==> config.mk <==
export PLATFORM = sky130hd
export DESIGN_NAME = handshake_width_down
export DESIGN_NICKNAME = d
export VERILOG_FILES = /design/src/rtl/handshake_pkg.sv /design/src/rtl/handshake_width_down.sv
export SDC_FILE = /design/constraint.sdc
export NUM_CORES = 1
export LEC_CHECK = 0
export ABC_CLOCK_PERIOD_IN_PS = 1500
export CAP_MARGIN = 20
export CORE_ASPECT_RATIO = 1.4
export CORE_MARGIN = 2
export CORE_UTILIZATION = 40
export CTS_BUF_LIST = sky130_fd_sc_hd__clkbuf_8 sky130_fd_sc_hd__clkbuf_16
export CTS_CLUSTER_SIZE = 28
export DETAILED_ROUTE_END_ITERATION = 12
export DONT_BUFFER_PORTS = 1
export SLEW_MARGIN = 40
export SYNTH_ARGS = -nofsm -noshare
export SYNTH_HDL_FRONTEND = slang
export SYNTH_SLANG_ARGS = --single-unit
export TNS_END_PERCENT = 5
==> constraint.sdc <==
create_clock -name clk -period 1.5 [get_ports clk]
set_input_delay 0.225 -clock clk [delete_from_list [all_inputs] [get_ports clk]]
set_output_delay 0.225 -clock clk [all_outputs]
set_load 0.02 [all_outputs]
==> src/rtl/handshake_pkg.sv <==
// Shared width defaults and sizing helpers for the handshake_* blocks.
package handshake_pkg;

    localparam int DATA_W = 32;
    localparam int BEAT_W = 8;

    // Bits needed to count 0..ratio-1; never less than one bit.
    function automatic int cnt_width(input int ratio);
        int w;
        w = 1;
        while ((1 << w) < ratio) begin
            w = w + 1;
        end
        return w;
    endfunction

endpackage

==> src/rtl/handshake_width_down.sv <==
// Valid/ready width down-converter: one IN_W word in, IN_W/OUT_W OUT_W-bit beats out.
module handshake_width_down
    import handshake_pkg::*;
#(
    parameter int IN_W      = DATA_W,
    parameter int OUT_W     = BEAT_W,
    parameter bit LSB_FIRST = 1'b1
) (
    input  logic             clk,
    input  logic             rst_n,
    input  logic             master_valid,
    input  logic [IN_W-1:0]  master_data,
    output logic             master_ready,
    output logic             slave_valid,
    output logic [OUT_W-1:0] slave_data,
    output logic             slave_last,
    input  logic             slave_ready
);

    localparam int RATIO = IN_W / OUT_W;
    localparam int CNT_W = cnt_width(RATIO);
    localparam logic [CNT_W-1:0] LAST_CNT = CNT_W'(RATIO - 1);

    if (((IN_W % OUT_W) != 0) || (RATIO < 2)) begin : g_param_check
        $fatal(1, "handshake_width_down: IN_W must be a multiple of OUT_W with ratio >= 2");
    end

    logic [IN_W-1:0]  r_wreg;
    logic [CNT_W-1:0] r_cnt;
    logic             r_full;

    logic             w_last_beat;
    logic             w_in_fire;
    logic             w_out_fire;
    logic [CNT_W-1:0] w_sel;

    assign w_last_beat  = (r_cnt == LAST_CNT);
    // Ready may look through to slave_ready so a new word lands on the edge that retires the last beat.
    assign master_ready = !r_full || (slave_ready && w_last_beat);
    assign w_in_fire    = master_valid && master_ready;
    assign w_out_fire   = r_full && slave_ready;

    assign slave_valid  = r_full;
    assign slave_last   = r_full && w_last_beat;

    if (LSB_FIRST) begin : g_lsb_first
        assign w_sel = r_cnt;
    end else begin : g_msb_first
        assign w_sel = LAST_CNT - r_cnt;
    end

    assign slave_data = r_wreg[int'(w_sel) * OUT_W +: OUT_W];

    always_ff @(posedge clk or negedge rst_n) begin
        if (!rst_n) begin
            r_wreg <= '0;
            r_cnt  <= '0;
            r_full <= 1'b0;
        end else if (w_in_fire) begin
            r_wreg <= master_data;
            r_cnt  <= '0;
            r_full <= 1'b1;
        end else if (w_out_fire) begin
            if (w_last_beat) begin
                r_full <= 1'b0;
                r_cnt  <= '0;
            end else begin
                r_cnt  <= r_cnt + CNT_W'(1);
            end
        end
    end

endmodule

==> out/metrics.csv, run 1 <==
stage,metric,value,unit
outcome,status,"complete, but fails checks",
outcome,failing checks,negative setup slack,
global_routing,total grt overflow,0,
drt,DR WL met3,149,µm
placed_design,RePlAce Congestion,0.717,
drt,total number of vias,1291,
placed_design,Place WS,-55.5,ps
worst_setup_path,Worst Setup Start Kind,register,
sta,clock skew,6.56,ps
placed_design,I/O Buffers,0,
die,io pins,47,
worst_setup_path,max incr delay on CP,590,ps
run,# Max-Cap Violations,0,
sta,clock period minus worst slack,1660,ps
power_and_ir_drop,Lkg Pwr,0.998,nW
finish,Non-Filler Instances,235,
worst_setup_path,Critical Path RT,1270,ps
global_routing,initial antenna violation count,0,
cts,clock-pin slew on the worst setup and hold paths,70,ps
synth,Avg Inst Size Synth,12.0,µm²
drt,initial DRC count,54,
worst_setup_path,Critical Path AT,1430,ps
synth,mapped cell area,0.00202,mm²
sta,Pins Over Slew Limit,0,
drt,DR vias/cell,5.49,
finish,most frequent cells in the layout,"35 x dfrtp_1, 34 x nand2_1, 33 x inv_1",
finish,ANT cells,0,
synth,YS warnings,0,
finish,"commonest non-fill, non-tap cell in the layout",dfrtp_1,
sta,"Hold Violations, Final",0,
worst_setup_path,CP Capture Type,output port,
placed_design,post-detail-place hpwl,2900,µm
synth,Compound-Gate Fraction of Synth Area,26.5,%
drt,Met1 Wirelength,1870,µm
power_and_ir_drop,Power Total,4.90,mW
global_routing,vias in the first global route,1405,
sta,Least-Margin Pin Slew,539,ps
sta,hold_ws,60.3,ps
cts,CTS sink count,35,
die,row cnt,30,
synth,Mapped Nets,206,
worst_setup_path,R2R depth,3,
drt,DRT Pass-1 Iters,4,
worst_setup_path,kind of critical path,register to output port,
sta,PnR worst setup slack,-158,ps
hold_path,worst min-delay path class,input pin to register,
cts,"Clk Latency, worst-skew pair",280,ps
hold_path,Hold Path Cell Cnt,1,
sta,slew margin rel.,64.1,%
drt,drt total wl,4220,µm
finish,area of the multi-input gates,918,µm²
synth,main combinational cell family by area after synthesis,compound AO/OA/AOI/OAI gates,
drt,Highest Signal Layer,met4,
finish,Final nets,207,
worst_setup_path,Worst Path Max Fanout,4,
global_routing,pin count of the biggest net entering global routing,38,
synth,post-synthesis xor/xnor area fraction,0,%
synth,"Distinct cells, synth",21,
global_routing,first-pass GRT wire length,6910,µm
sta,Setup-failing EPs final,41,
die,die span in x,64.1,µm
sta,RSZ-0062 raised after global routing,yes,
sta,Fmax,0.603,GHz
worst_setup_path,Crit-path slowest cell,mux4_2,
synth,post-synthesis sequential area ratio,43.3,%
die,Die Y,88.2,µm
die,core area,0.00488,mm²
worst_setup_path,"critical path, cell by cell",buf_6 -> mux4_2,
synth,synthesis-stage register bit count,35,
cts,Root Buffer,clkbuf_8,
sta,setup_tns,-3720,ps
power_and_ir_drop,PD cells,2190,mW/mm²
cts,CTS H-tree depth,2,
global_routing,GRT Overall Usage,15.9,%
synth,adder-cell share of the synthesized area,0.618,%
die,die area,0.00565,mm²
synth,Synth Instances,169,
cts,CTS tree,yes,
synth,multiplexer area fraction after synthesis,8.91,%
finish,Filler cells,468,
synth,Post-Synth Simple-Gate Area,8.97,%
sta,Final period util,111,%
die,Initial Util,41.5,%
finish,ratio of cells with drive above 1 in the final layout,35.1,%
drt,# DRC,0,
placed_design,placed cell count,224,
drt,DR WL met2,2170,µm
cts,Clock Tree Buf Depth,2,
power_and_ir_drop,VDD IR max,0.821,mV
cts,CTS Buf Count,5,
finish,Reg area,876,µm²
drt,Post-DRT Antenna Nets,0,
drt,DR WL/cell,17.9,µm
finish,Layout area overhead,10.6,%
-- stage by stage --
step	instance area, µm²	utilization [%]
floorplan	2020	-
global placement	2070	42.5
detailed placement	2070	42.5
CTS	2240	45.8
global route	2240	45.9
finish	2240	45.9
-- final timing paths --
kind / to / start / slack [ps]
setup / recovery: slave_data[6] / r_cnt[0]$_DFFE_PN0P_ / -160
hold / removal: slave_valid$_DFFE_PN0P_ / master_valid / 60
setup reg to reg: r_wreg[18]$_DFFE_PN0P_ / r_cnt[0]$_DFFE_PN0P_ / -90
hold reg to reg: r_wreg[11]$_DFFE_PN0P_ / r_wreg[11]$_DFFE_PN0P_ / 560
max in group asynchronous: r_wreg[29]$_DFFE_PN0P_ / rst_n / 930
min in group asynchronous: r_wreg[4]$_DFFE_PN0P_ / rst_n / 390
-- registers in the layout (all words and copies together) (netlist names) --
register     flops
slave_valid      1
r_cnt            2
r_wreg          32
-- worst max-delay path: cells and delay by family (launching register included) --
kind / cells / cell delay, ps
buffers and inverters: 1 / 150
multiplexers: 1 / 590
flip-flops: 1 / 410
-- layout make-up --
type	instances	share of cell area [%]
clock buffer	6	3.69
clock inverter	2	1.57
inverter	33	5.53
multi-input combinational	85	41.0
sequential	35	39.1
tap	64	3.58
timing repair buffer	10	5.48
-- kinds of logic (layout without fill, tap and decap cells) --
kind of cell             after synthesis  after routing
adder cells (fa/ha/maj)                1              1
AO/OA/AOI/OAI                         35             35
flip-flops                            35             35
buffers and inverters                 49             51
multiplexers                           8              8
AND/OR/NAND/NOR                       41             41
-- per-layer routing --
metal	GRT usage [%]	vias to the layer above
met1	20.0	667
met3	3.47	4
met2	27.3	28
met4	5.22	0
met5	0	-
li1	-	592
-- cells in the mapped netlist --
master,number,area [µm²]
o32ai_1,2,17.5
dfrtp_1,35,876
clkbuf_1,4,15.0
a21boi_2,1,11.3
nand2_1,34,128
ha_1,1,12.5
and2_1,1,6.26
buf_6,5,56.3
and2b_1,1,7.51
nand2b_1,1,6.26
buf_4,3,22.5
buf_2,4,20.0
mux4_2,8,180
inv_1,33,124
nor4bb_1,1,10.0
a32o_1,1,10.0
o32ai_2,30,488
a31o_2,1,8.76
and3_1,1,6.26
and3_4,1,11.3
or2_2,1,6.26
-- power breakdown --
group	switching [mW]	internal, mW	total, mW
Sequential	0.258	1.40	1.66
Clock	0.338	0.538	0.876
Combinational	1.13	1.23	2.36
-- repair_timing --
action	CTS	global route
pin swaps	1	0
hold buffers	2	0
gates resized for setup	2	1
buffers inserted	1	0
hold endpoints to repair	35	0
setup endpoints to repair	41	42
Note: power is estimated with default switching activity, not from simulation.
==> run 2, diff against run 1 <==
--- a/config.mk
+++ b/config.mk
@@ -14,6 +14,7 @@
 export CTS_CLUSTER_SIZE = 28
 export DETAILED_ROUTE_END_ITERATION = 12
 export DONT_BUFFER_PORTS = 1
+export SETUP_SLACK_MARGIN = 0.5
 export SLEW_MARGIN = 40
 export SYNTH_ARGS = -nofsm -noshare
 export SYNTH_HDL_FRONTEND = slang
==> out/metrics.csv, run 2 (synthesized netlist as in run 1, its figures left out) <==
stage,metric,value,unit,change
cts,Clock Tree Buf Depth,2,,unchanged
worst_setup_path,Critical Path AT,1470,ps,+40 ps
cts,CTS Buf Count,5,,unchanged
run,# Max-Cap Violations,0,,unchanged
die,die area,0.00565,mm²,unchanged
outcome,status,"complete, but fails checks",,
drt,Post-DRT Antenna Nets,0,,unchanged
sta,hold_ws,-368,ps,-428 ps
worst_setup_path,Crit-path slowest cell,mux4_2,,
cts,CTS tree,yes,,
cts,CTS H-tree depth,2,,unchanged
power_and_ir_drop,Power Total,4.63,mW,-5.5%
sta,setup_tns,-2510,ps,+1220 ps
global_routing,first-pass GRT wire length,7070,µm,+2.3%
placed_design,post-detail-place hpwl,3050,µm,+5.3%
cts,Root Buffer,clkbuf_8,,
worst_setup_path,Worst Path Max Fanout,6,,+2
die,Initial Util,41.5,%,unchanged
die,die span in x,64.1,µm,unchanged
placed_design,RePlAce Congestion,0.728,,+1.6%
drt,# DRC,0,,unchanged
power_and_ir_drop,PD cells,2130,mW/mm²,-2.9%
drt,total number of vias,1289,,-0.15%
cts,"Clk Latency, worst-skew pair",280,ps,about the same
drt,initial DRC count,37,,-31%
worst_setup_path,"critical path, cell by cell",buf_6 -> mux4_2,,
sta,Pins Over Slew Limit,0,,unchanged
worst_setup_path,critical path's top delay family,multiplexers,,
global_routing,pin count of the biggest net entering global routing,38,,unchanged
worst_setup_path,Worst Setup Start Kind,register,,
finish,"commonest non-fill, non-tap cell in the layout",dfrtp_1,,
die,row cnt,30,,unchanged
worst_setup_path,kind of critical path,register to output port,,
sta,RSZ-0062 raised after global routing,yes,,
finish,Final nets,205,,-0.97%
global_routing,total grt overflow,0,,unchanged
sta,Final period util,113,%,+2.1 points
global_routing,initial antenna violation count,0,,unchanged
die,Die Y,88.2,µm,unchanged
finish,max FFs per register,32,,unchanged
drt,DR WL/cell,18.2,µm,+1.2%
drt,DRT Pass-1 Iters,3,,-1
hold_path,worst min-delay path class,input pin to asynchronous set/reset pin,,
power_and_ir_drop,Lkg Pwr,0.972,nW,-2.7%
worst_setup_path,max incr delay on CP,600,ps,about the same
finish,"Most flops, register",r_wreg,,
cts,CTS sink count,35,,unchanged
worst_setup_path,CP Capture Type,output port,,
die,core area,0.00488,mm²,unchanged
cts,clock-pin slew on the worst setup and hold paths,70,ps,about the same
sta,slew margin rel.,64.6,%,+0.52 points
drt,drt total wl,4230,µm,+0.36%
finish,ANT cells,0,,unchanged
drt,DR vias/cell,5.53,,+0.70%
finish,ratio of cells with drive above 1 in the final layout,34.9,%,-0.18 points
cts,post-CTS setup buffer count,0,,-1
sta,"Hold Violations, Final",35,,+35
worst_setup_path,Critical Path RT,1270,ps,about the same
finish,most frequent cells in the layout,"35 x dfrtp_1, 34 x inv_1, 34 x nand2_1",,
sta,clock period minus worst slack,1690,ps,+31.6 ps
sta,Least-Margin Pin Slew,532,ps,-7.74 ps
die,io pins,47,,unchanged
global_routing,vias in the first global route,1410,,+0.36%
sta,PnR worst setup slack,-190,ps,-31.6 ps
sta,Fmax,0.592,GHz,-1.9%
worst_setup_path,Worst Path Buf+Inv,1,,unchanged
sta,Setup-failing EPs final,41,,unchanged
placed_design,I/O Buffers,0,,unchanged
finish,Layout area overhead,7.67,%,
outcome,failing checks,"negative hold slack, negative setup slack",,
power_and_ir_drop,VDD IR max,0.589,mV,-28%
global_routing,GRT Overall Usage,16.8,%,+0.87 points
sta,clock skew,5.53,ps,-1.03 ps
==> run 2: layout make-up <==
type | count | area [µm²]
timing repair buffer | 8 | 96.3
fill | 478 | 2700
tap | 64 | 80.1
sequential | 35 | 876
inverter | 33 | 124
clock inverter | 3 | 12.5
multi-input combinational | 85 | 921
clock buffer | 5 | 68.8
==> run 2: where the power goes <==
group	internal, mW	switching, mW	total (mW)
combinational	1.22	1.11	2.33
sequential	1.41	0.265	1.67
clock	0.312	0.315	0.627
==> run 2: repair_timing <==
| action | in CTS | in global routing |
|---|---|---|
| hold endpoints to repair | 35 | 35 |
| pin swaps | 1 | 0 |
| endpoints found under the setup margin | 46 | 46 |
| resized for setup | 4 | 0 |
==> run 2: path summary, 6_finish.rpt <==
check	startpoint	to	slack [ps]	cells past startpoint
setup / recovery	r_cnt[0]$_DFFE_PN0P_	slave_data[7]	-190	2
min in group clk	master_valid	slave_valid$_DFFE_PN0P_	60	1
hold reg to reg	r_wreg[13]$_DFFE_PN0P_	r_wreg[13]$_DFFE_PN0P_	560	2
hold / removal	rst_n	r_wreg[17]$_DFFE_PN0P_	-370	0
max in group asynchronous	rst_n	r_wreg[23]$_DFFE_PN0P_	1790	0
setup reg to reg	r_cnt[0]$_DFFE_PN0P_	r_wreg[11]$_DFFE_PN0P_	-40	3
==> run 2: worst register-to-register path, delay by kind of cell, from the launching register on <==
kind            cells  cell delay [ps]
compound gates      1              180
fa+ha+maj           1              270
flops               1              410
simple gates        1              550
==> run 2: layer usage <==
metal	global-route usage [%]	share of wire, %	vias up
li1	-	-	591
met1	19.7	41	660
met2	29.1	52	32
met3	5.27	5.1	6
met4	5.80	1.5	0
met5	0	0	-
==> run 2: metrics by stage <==
stage | instances | hold slack, ps | instance area [µm²] | utilization (%) | setup slack [ps]
after floorplan | 169 | -70.6 | 2040 | - | 189
after global placement | 225 | -69.1 | 2080 | 42.7 | 64.7
after detailed placement | 225 | -68.8 | 2080 | 42.7 | -21.9
after CTS | 233 | -381 | 2180 | 44.6 | -199
after global routing | 233 | -390 | 2180 | 44.6 | -251
final | 233 | -368 | 2180 | 44.6 | -190
==> run 3, diff against run 2 <==
--- a/config.mk
+++ b/config.mk
@@ -9,11 +9,12 @@
 export CAP_MARGIN = 20
 export CORE_ASPECT_RATIO = 1.4
 export CORE_MARGIN = 2
-export CORE_UTILIZATION = 40
+export CORE_UTILIZATION = 53
 export CTS_BUF_LIST = sky130_fd_sc_hd__clkbuf_8 sky130_fd_sc_hd__clkbuf_16
 export CTS_CLUSTER_SIZE = 28
 export DETAILED_ROUTE_END_ITERATION = 12
 export DONT_BUFFER_PORTS = 1
+export PLACE_DENSITY = 0.68
 export SETUP_SLACK_MARGIN = 0.5
 export SLEW_MARGIN = 40
 export SYNTH_ARGS = -nofsm -noshare
==> out/metrics.csv, run 3 (synthesized netlist as in run 1, its figures left out) <==
stage,metric,value,unit,change
global_routing,initial antenna violation count,0,,unchanged
sta,clock skew,4.82,ps,-0.709 ps
worst_setup_path,Critical Path AT,1430,ps,-40 ps
run,# Max-Cap Violations,0,,unchanged
power_and_ir_drop,combinational power share,51.2,%,+0.8 points
die,core area,0.00364,mm²,-25%
worst_setup_path,"critical path, cell by cell",clkbuf_16 -> mux4_2,,
power_and_ir_drop,clock share of power,15.0,%,+1.5 points
drt,drt total wl,4450,µm,+5.0%
sta,RSZ-0062 raised after global routing,yes,,
die,die span in x,56.2,µm,-12%
placed_design,I/O Buffers,0,,unchanged
placed_design,Place WS,-23.0,ps,-1.02 ps
power_and_ir_drop,PD cells,2190,mW/mm²,+2.9%
sta,Final period util,110,%,-2.4 points
worst_setup_path,max incr delay on CP,570,ps,-30 ps
die,die area,0.00433,mm²,-23%
drt,# DRC,0,,unchanged
cts,CTS tree,yes,,
finish,post-layout util,61.8,%,+17 points
global_routing,pin count of the biggest net entering global routing,38,,unchanged
drt,total number of vias,1309,,+1.6%
worst_setup_path,kind of critical path,register to output port,,
die,io pins,47,,unchanged
finish,"Most flops, register",r_wreg,,
global_routing,total grt overflow,0,,unchanged
sta,Fmax,0.605,GHz,+2.2%
finish,ratio of cells with drive above 1 in the final layout,38.3,%,+3.4 points
global_routing,vias in the first global route,1365,,-3.2%
sta,setup_tns,-1460,ps,+1050 ps
die,Initial Util,55.5,%,+14 points
sta,Setup-failing EPs final,26,,-37%
drt,initial DRC count,52,,+41%
power_and_ir_drop,Pint,3.19,mW,+8.5%
worst_setup_path,CP Capture Type,output port,,
worst_setup_path,critical path's top delay family,multiplexers,,
finish,most frequent cells in the layout,"34 x nand2_1, 34 x dfrtp_1, 33 x inv_1",,
sta,Least-Margin Pin Slew,300,ps,-232 ps
cts,clock-pin slew on the worst setup and hold paths,70,ps,about the same
worst_setup_path,CP Depth,2,,unchanged
finish,Layout area overhead,11.3,%,
power_and_ir_drop,P_sw,1.74,mW,+2.8%
global_routing,GRT Overall Usage,20.9,%,+4.1 points
cts,CTS H-tree depth,2,,unchanged
worst_setup_path,"reg-to-reg slack, setup",-20,ps,+20 ps
worst_setup_path,Setup crit end,slave_data[3],,
sta,hold_ws,-374,ps,-6.53 ps
outcome,failing checks,"negative hold slack, negative setup slack",,
worst_setup_path,reg2reg start,r_cnt[0]$_DFFE_PN0P_,,
cts,CTS Buf Count,5,,unchanged
drt,DR vias/cell,6.03,,+9.0%
sta,PnR worst setup slack,-154,ps,+35.9 ps
global_routing,first-pass GRT wire length,6730,µm,-4.7%
worst_setup_path,Critical Path RT,1270,ps,about the same
finish,Final Cell Area,0.00225,mm²,+3.4%
hold_path,worst min-delay path class,input pin to asynchronous set/reset pin,,
outcome,status,"complete, but fails checks",,
worst_setup_path,reg2reg end,r_wreg[20]$_DFFE_PN0P_,,
worst_setup_path,R2R depth,6,,+3
worst_setup_path,Worst Path Buf+Inv,1,,unchanged
placed_design,RePlAce Congestion,0.745,,+2.3%
die,Die Y,77.1,µm,-13%
sta,slew margin rel.,80.0,%,+15 points
power_and_ir_drop,Flop pwr share,33.9,%,-2.2 points
drt,DR WL/cell,20.5,µm,+13%
finish,max FFs per register,32,,unchanged
power_and_ir_drop,switch share,35.3,%,-1.2 points
worst_setup_path,Worst Path Max Fanout,4,,-2
power_and_ir_drop,VDD IR max,1.53,mV,+160%
drt,DRT Pass-1 Iters,4,,+1
die,row cnt,26,,-13%
worst_setup_path,crit path launch,r_cnt[0]$_DFFE_PN0P_,,
drt,Post-DRT Antenna Nets,0,,unchanged
cts,"Clk Latency, worst-skew pair",280,ps,about the same
cts,Clock Tree Buf Depth,2,,unchanged
placed_design,DP Area,0.00207,mm²,-0.72%
cts,CTS sink count,35,,unchanged
placed_design,post-detail-place hpwl,2860,µm,-6.3%
worst_setup_path,Crit-path slowest cell,mux4_2,,
cts,Root Buffer,clkbuf_8,,
worst_setup_path,Worst Setup Start Kind,register,,
power_and_ir_drop,Lkg Pwr,1.01,nW,+4.3%
sta,clock period minus worst slack,1650,ps,-35.9 ps
finish,Final nets,211,,+2.9%
sta,"Hold Violations, Final",35,,unchanged
finish,ANT cells,0,,unchanged
sta,Pins Over Slew Limit,0,,unchanged
==> run 3: cell count changes in the layout (fill, tap and decap cells not counted), sizes merged <==
cell    before  now
and3         2    3
buf          8   12
clkbuf       5    8
clkinv       1    0
inv         35   34
==> run 3: layout make-up <==
| class | count | area (µm²) |
|---|---|---|
| Fill cell | 303 | 1390 |
| Multi-Input combinational cell | 86 | 942 |
| Sequential cell | 35 | 877 |
| Timing Repair Buffer | 13 | 156 |
| Inverter | 33 | 124 |
| Clock buffer | 7 | 96.3 |
| Tap cell | 42 | 52.6 |
| Clock inverter | 1 | 3.75 |
==> run 3: how the worst min path moves through the flow <==
stage,end,cells past startpoint,startpoint
2_1_floorplan,r_cnt[0]$_DFFE_PN0P_,0,rst_n
3_3_place_gp,r_wreg[2]$_DFFE_PN0P_,0,rst_n
3_5_place_dp,r_wreg[2]$_DFFE_PN0P_,0,rst_n
4_1_cts,r_wreg[2]$_DFFE_PN0P_,0,rst_n
5_1_grt,r_wreg[6]$_DFFE_PN0P_,0,rst_n
6_report,r_wreg[2]$_DFFE_PN0P_,0,rst_n
==> run 3: per-layer routing <==
layer / track usage, % / share of wire (%)
met1: 25.7 / 38
met3: 5.56 / 5.7
met5: 0 / 0
met4: 7.86 / 1.3
met2: 34.8 / 55
==> run 3: repair_timing <==
item	in CTS	in global routing
buffers inserted	1	3
endpoints found under the hold margin	35	35
pin swaps	1	3
cloned	0	2
endpoints found under the setup margin	46	46
resized for setup	1	4
==> run 3: worst register-to-register path: stages (launching register included) <==
cell      delay, ps
dfrtp_2         450
buf_4           150
ha_4            180
a21boi_4        220
buf_6           140
buf_12          160
o32ai_2         100
==> run 3: metrics by stage <==
step	power, mW	std cells
final	4.93	217
after global routing	5.21	217
after CTS	4.78	212
after detailed placement	4.03	203
after global placement	3.92	203
after floorplan	3.64	169
==> run 3: power by group through the flow <==
| stage | sequential, mW | combinational [mW] | clock [mW] |
|---|---|---|---|
| finish | 1.67 | 2.52 | 0.739 |
| global route | 1.71 | 2.70 | 0.794 |
| CTS | 1.65 | 2.38 | 0.749 |
| detailed placement | 1.67 | 2.36 | 0 |
| global placement | 1.64 | 2.28 | 0 |
| floorplan | 1.59 | 2.06 | 0 |
